## src/rtl/seq_det_pkg.sv

```systemverilog
// Shared types and constants for the serial pattern detector.
package seq_det_pkg;

  typedef enum logic [1:0] {
    UNARMED = 2'd0,
    FILL    = 2'd1,
    RUN     = 2'd2
  } det_state_e;

  localparam int unsigned PAT_W_MIN = 2;
  localparam int unsigned PAT_W_MAX = 16;

endpackage

```

## src/rtl/sat_counter.sv

```systemverilog
// Saturating up-counter with synchronous clear; clear wins over increment.
module sat_counter #(
  parameter int unsigned CNT_W = 8
) (
  input  logic             clk,
  input  logic             rst,
  input  logic             inc,
  input  logic             clr,
  output logic [CNT_W-1:0] q
);

  logic [CNT_W-1:0] cnt_q;

  always_ff @(posedge clk) begin
    if (rst) begin
      cnt_q <= '0;
    end else if (clr) begin
      cnt_q <= '0;
    end else if (inc && (cnt_q != '1)) begin
      cnt_q <= cnt_q + CNT_W'(1);
    end
  end

  assign q = cnt_q;

endmodule

```

## src/rtl/seq_pattern_detector.sv

```systemverilog
// Serial bit-pattern detector with loadable pattern and optional overlap.
// Define MATCH_COUNT_EN to add the saturating match_cnt output (cleared by cnt_clr).
module seq_pattern_detector
  import seq_det_pkg::*;
#(
  parameter int unsigned PAT_W = 4,
  parameter int unsigned CNT_W = 8
) (
  input  logic             clk,
  input  logic             rst,
  input  logic             din,
  input  logic             din_vld,
  input  logic             load,
  input  logic [PAT_W-1:0] pat_in,
  input  logic             overlap,
  input  logic             cnt_clr,
  output logic             match,
  output logic             armed
`ifdef MATCH_COUNT_EN
  , output logic [CNT_W-1:0] match_cnt
`endif
);

  localparam int unsigned FW = $clog2(PAT_W + 1);
  localparam logic [FW-1:0] FILL_FULL = FW'(PAT_W);

  if ((PAT_W < PAT_W_MIN) || (PAT_W > PAT_W_MAX)) begin : g_bad_pat_w
    $error("seq_pattern_detector: PAT_W out of range");
  end

  det_state_e       state_q, state_d;
  logic [PAT_W-1:0] pat_q, pat_d;
  logic [PAT_W-1:0] win_q, win_d;
  logic [FW-1:0]    fill_q, fill_d;
  logic             match_q, match_d;

  logic [PAT_W-1:0] win_shift;
  logic [FW-1:0]    fill_inc;
  logic             hit;

  always_ff @(posedge clk) begin
    if (rst) begin
      state_q <= UNARMED;
      pat_q   <= '0;
      win_q   <= '0;
      fill_q  <= '0;
      match_q <= 1'b0;
    end else begin
      state_q <= state_d;
      pat_q   <= pat_d;
      win_q   <= win_d;
      fill_q  <= fill_d;
      match_q <= match_d;
    end
  end

  assign win_shift = {win_q[PAT_W-2:0], din};
  assign fill_inc  = (fill_q == FILL_FULL) ? fill_q : fill_q + FW'(1);
  assign hit       = (win_shift == pat_q) && (fill_inc == FILL_FULL);

  always_comb begin
    state_d = state_q;
    pat_d   = pat_q;
    win_d   = win_q;
    fill_d  = fill_q;
    match_d = 1'b0;
    unique case (state_q)
      UNARMED: begin
        if (load) begin
          pat_d   = pat_in;
          win_d   = '0;
          fill_d  = '0;
          state_d = FILL;
        end
      end
      FILL, RUN: begin
        // load discards a coincident data bit, so it is tested before din_vld
        if (load) begin
          pat_d   = pat_in;
          win_d   = '0;
          fill_d  = '0;
          state_d = FILL;
        end else if (din_vld) begin
          win_d  = win_shift;
          fill_d = fill_inc;
          if (fill_inc == FILL_FULL) begin
            state_d = RUN;
          end
          if (hit) begin
            match_d = 1'b1;
            if (!overlap) begin
              win_d   = '0;
              fill_d  = '0;
              state_d = FILL;
            end
          end
        end
      end
      default: state_d = UNARMED;
    endcase
  end

  always_comb begin
    armed = (state_q != UNARMED);
    match = match_q;
  end

`ifdef MATCH_COUNT_EN
  // counts on the completing edge so match_cnt updates together with match
  sat_counter #(
    .CNT_W(CNT_W)
  ) u_match_cnt (
    .clk(clk),
    .rst(rst),
    .inc(match_d),
    .clr(cnt_clr),
    .q  (match_cnt)
  );
`else
  logic cnt_clr_unused;
  assign cnt_clr_unused = cnt_clr;
  localparam int unsigned CNT_W_UNUSED = CNT_W;
`endif

endmodule

```

## config.mk

```make
export PLATFORM = sky130hd
export DESIGN_NAME = seq_pattern_detector
export DESIGN_NICKNAME = d
export VERILOG_FILES = /design/src/rtl/seq_det_pkg.sv /design/src/rtl/sat_counter.sv /design/src/rtl/seq_pattern_detector.sv
export SDC_FILE = /design/constraint.sdc
export NUM_CORES = 1
export LEC_CHECK = 0
export ABC_AREA = 1
export CAP_MARGIN = 40
export CORE_MARGIN = 1
export CORE_UTILIZATION = 30
export CTS_CLUSTER_DIAMETER = 200
export DETAILED_ROUTE_END_ITERATION = 8
export HOLD_SLACK_MARGIN = 0.1
export PLACE_DENSITY = 0.53
export SYNTH_ARGS = -nofsm -noshare
export SYNTH_HDL_FRONTEND = slang
export SYNTH_SLANG_ARGS = --single-unit
```

## constraint.sdc

```tcl
create_clock -name clk -period 2.16 [get_ports clk]
set_input_delay 0.432 -clock clk [delete_from_list [all_inputs] [get_ports clk]]
set_output_delay 0.432 -clock clk [all_outputs]
set_load 0.02 [all_outputs]
```

==> impl_metrics.json <==
{
  "power_frac_clock_pct": 30.2,
  "crit_chain": "inv_1 > ha_1 > inv_1 > clkdlybuf4s50_1",
  "fin_area_um2": 948,
  "start_kind": "register",
  "placed_area_um2": 922,
  "finClkSkew_ns": 0.00968,
  "p_comb_share_pct": 18.5,
  "yosys_warnings": 0,
  "drc": 0,
  "cts_buffers": 3,
  "power_frac_seq_pct": 51.2,
  "worstPathMaxFanout": 4,
  "routed_wl_mm": 1.45,
  "wl_per_cell_um": 8.99,
  "hold_viol": 0,
  "setup_viol": 0,
  "drive_above_1_share_pct": 8.40,
  "cts_root_buffer": "clkbuf_4",
  "syn_inst": 117,
  "area_delta_synth_final_pct": 21.9,
  "outcome": "finished, final reports clean",
  "grtUsageTotal_pct": 12.5,
  "final_common_cell": "nand2_1",
  "most-common-layout-cells": "31 x nand2_1, 24 x inv_1, 13 x dfxtp_1, 11 x nand3_1, 11 x clkdlybuf4s50_1",
  "tightestPinTransition_ns": 0.315,
  "drt_pass1_iterations": 4,
  "power.density_nw_per_um2": 523,
  "crit_family": "buffers and inverters",
  "power.switching_mw": 0.137,
  "row_count": 18,
  "cts.clk_slew.worst_paths_ns": 0.08,
  "end_kind": "output port",
  "cts_tree": "built",
  "post-route-util_pct": 38.6,
  "fin_tns_setup_ns": 0,
  "grt_overflow": 0,
  "cts_sinks": 13,
  "ant_nets": 0,
  "slew_headroom_pct": 78.9,
  "crit_path_max_incr_delay_ns": 0.60,
  "p_int_mw": 0.358,
  "swShare_pct": 27.7,
  "dp_hpwl_mm": 1.21,
  "period_needed_ns": 2.06,
  "critPathArrivalTime_ns": 1.63,
  "antenna_found_initial": 0,
  "max-cap-violations": 0,
  "grt_pass1_vias": 598,
  "layout_setup_ws_ns": 0.0995,
  "pin_count": 13,
  "required_ns": 1.73,
  "fp.dieW_um": 52.9,
  "grt_first_pass_wirelength_mm": 2.47,
  "finalWeightedCongestion": 0.717,
  "peakVddDrop_uv": 382,
  "worstHoldPathType": "register to register",
  "p_leak_nw": 0.417,
  "cp_common_cell": "inv_1",
  "clockBufferDepth": 2,
  "ys_ff_latch": 13,
  "drt_iter0_drc": 16,
  "syn_area_per_cell_um2": 6.65,
  "ys_types": 18,
  "fin_crit_sh_pct": 95.4,
  "core_area_um2": 2450,
  "h-tree-depth": 1,
  "ctsResizeCount": 0,
  "num_vias": 697,
  "ctsHoldBuffers": 0,
  "place_inst": 157,
  "nets": 147,
  "grt_max_degree": 10,
  "start_util_pct": 31.7,
  "ff2ff_setup_slack_ns": 0.63,
  "synth_nets": 132,
  "instances_no_fill": 161,
  "fmax_mhz": 485,
  "cts_setup_buffers": 0,
  "die_y_um": 52.9,
  "yosysSeqAreaShare_pct": 33.4,
  "rsz0062_at_grt": "no",
  "synth_area_um2": 778,
  "n_antenna_cell": 0,
  "path_class": "register to output port",
  "worst-path-buf-inv": 3,
  "die-area_um2": 2800,
  "portBuffers": 11,
  "routed_via_density": 4.33,
  "dp_slack_ns": 0.383,
  "drv_slew": 0,
  "clock_latency_ns": 0.28,
  "crit_slowest_cell": "clkdlybuf4s50_1"
}
Yosys cell counts (all sizes together):
cell type,count,share of area (%)
nor2,11,7.6
o21ai,5,3.7
dfxtp,13,33
inv,24,12
nand3,12,9.3
clkbuf,1,0.48
a21oi,11,7.6
nor4,2,1.6
ha,4,6.4
xnor2,1,1.1
nand2,33,17
routing by layer:
layer | GRT usage, % | routed length, um | vias up
li1 | - | - | 392
met1 | 15.6 | 729 | 297
met2 | 19.4 | 655 | 8
met3 | 6.03 | 62 | 0
met4 | 2.63 | 0 | 0
met5 | 0 | 0 | -
cells by family (layout without fill, tap and decap cells):
kind of cell	count (synthesis)	count (layout)	synth area share (%)
AND/OR/NAND/NOR	58	58	35.7
buffers and inverters	25	39	12.1
AO/OA/AOI/OAI	16	16	11.3
flip-flops	13	13	33.4
adder cells (fa/ha/maj)	4	4	6.43
XOR/XNOR	1	1	1.13
state kept, by name, indices dropped and copies added, names as in the netlist:
register,flops
pat_q,4
fill_q,3
win_q,3
state_q,2
match,1
final timing paths:
check	from	to	cells after the start
setup / recovery	state_q[0]	armed	4
hold / removal	pat_q[1]	pat_q[1]	2
setup reg to reg	fill_q[0]	win_q[0]	10
hold reg to reg	pat_q[1]	pat_q[1]	2
stage by stage:
stage               total power [mW]  hold WS, ns
CTS                            0.506        0.474
finish                         0.496        0.472
global placement               0.352        0.457
floorplan                      0.319        0.444
detailed placement             0.352        0.463
global route                   0.534        0.501
final cells by class:
class                           instances  area [um^2]
Clock buffer                            4         26.3
Inverter                               24         90.1
Multi-Input combinational cell         79          424
Fill cell                             262         1510
Tap cell                               30         37.5
Sequential cell                        13          260
Timing Repair Buffer                   11          110
power groups by stage:
stage	Sequential [mW]	Combinational, mW	Clock, mW
6_report	0.254	0.0920	0.150
4_1_cts	0.254	0.0928	0.159
3_5_place_dp	0.260	0.0927	0
3_3_place_gp	0.260	0.0921	0
2_1_floorplan	0.258	0.0612	0
5_1_grt	0.255	0.105	0.174
worst register-to-register path: stages (launching register included):
cell and delay, ns:
dfxtp_1 0.39, inv_1 0.07, ha_1 0.22, nand2_1 0.11, nand2_1 0.07, nand2_1 0.08
nand2_2 0.07, nor2_4 0.13, nand3_4 0.11, nand3_1 0.10, a21oi_1 0.06
(Power assumes the default switching activity.)
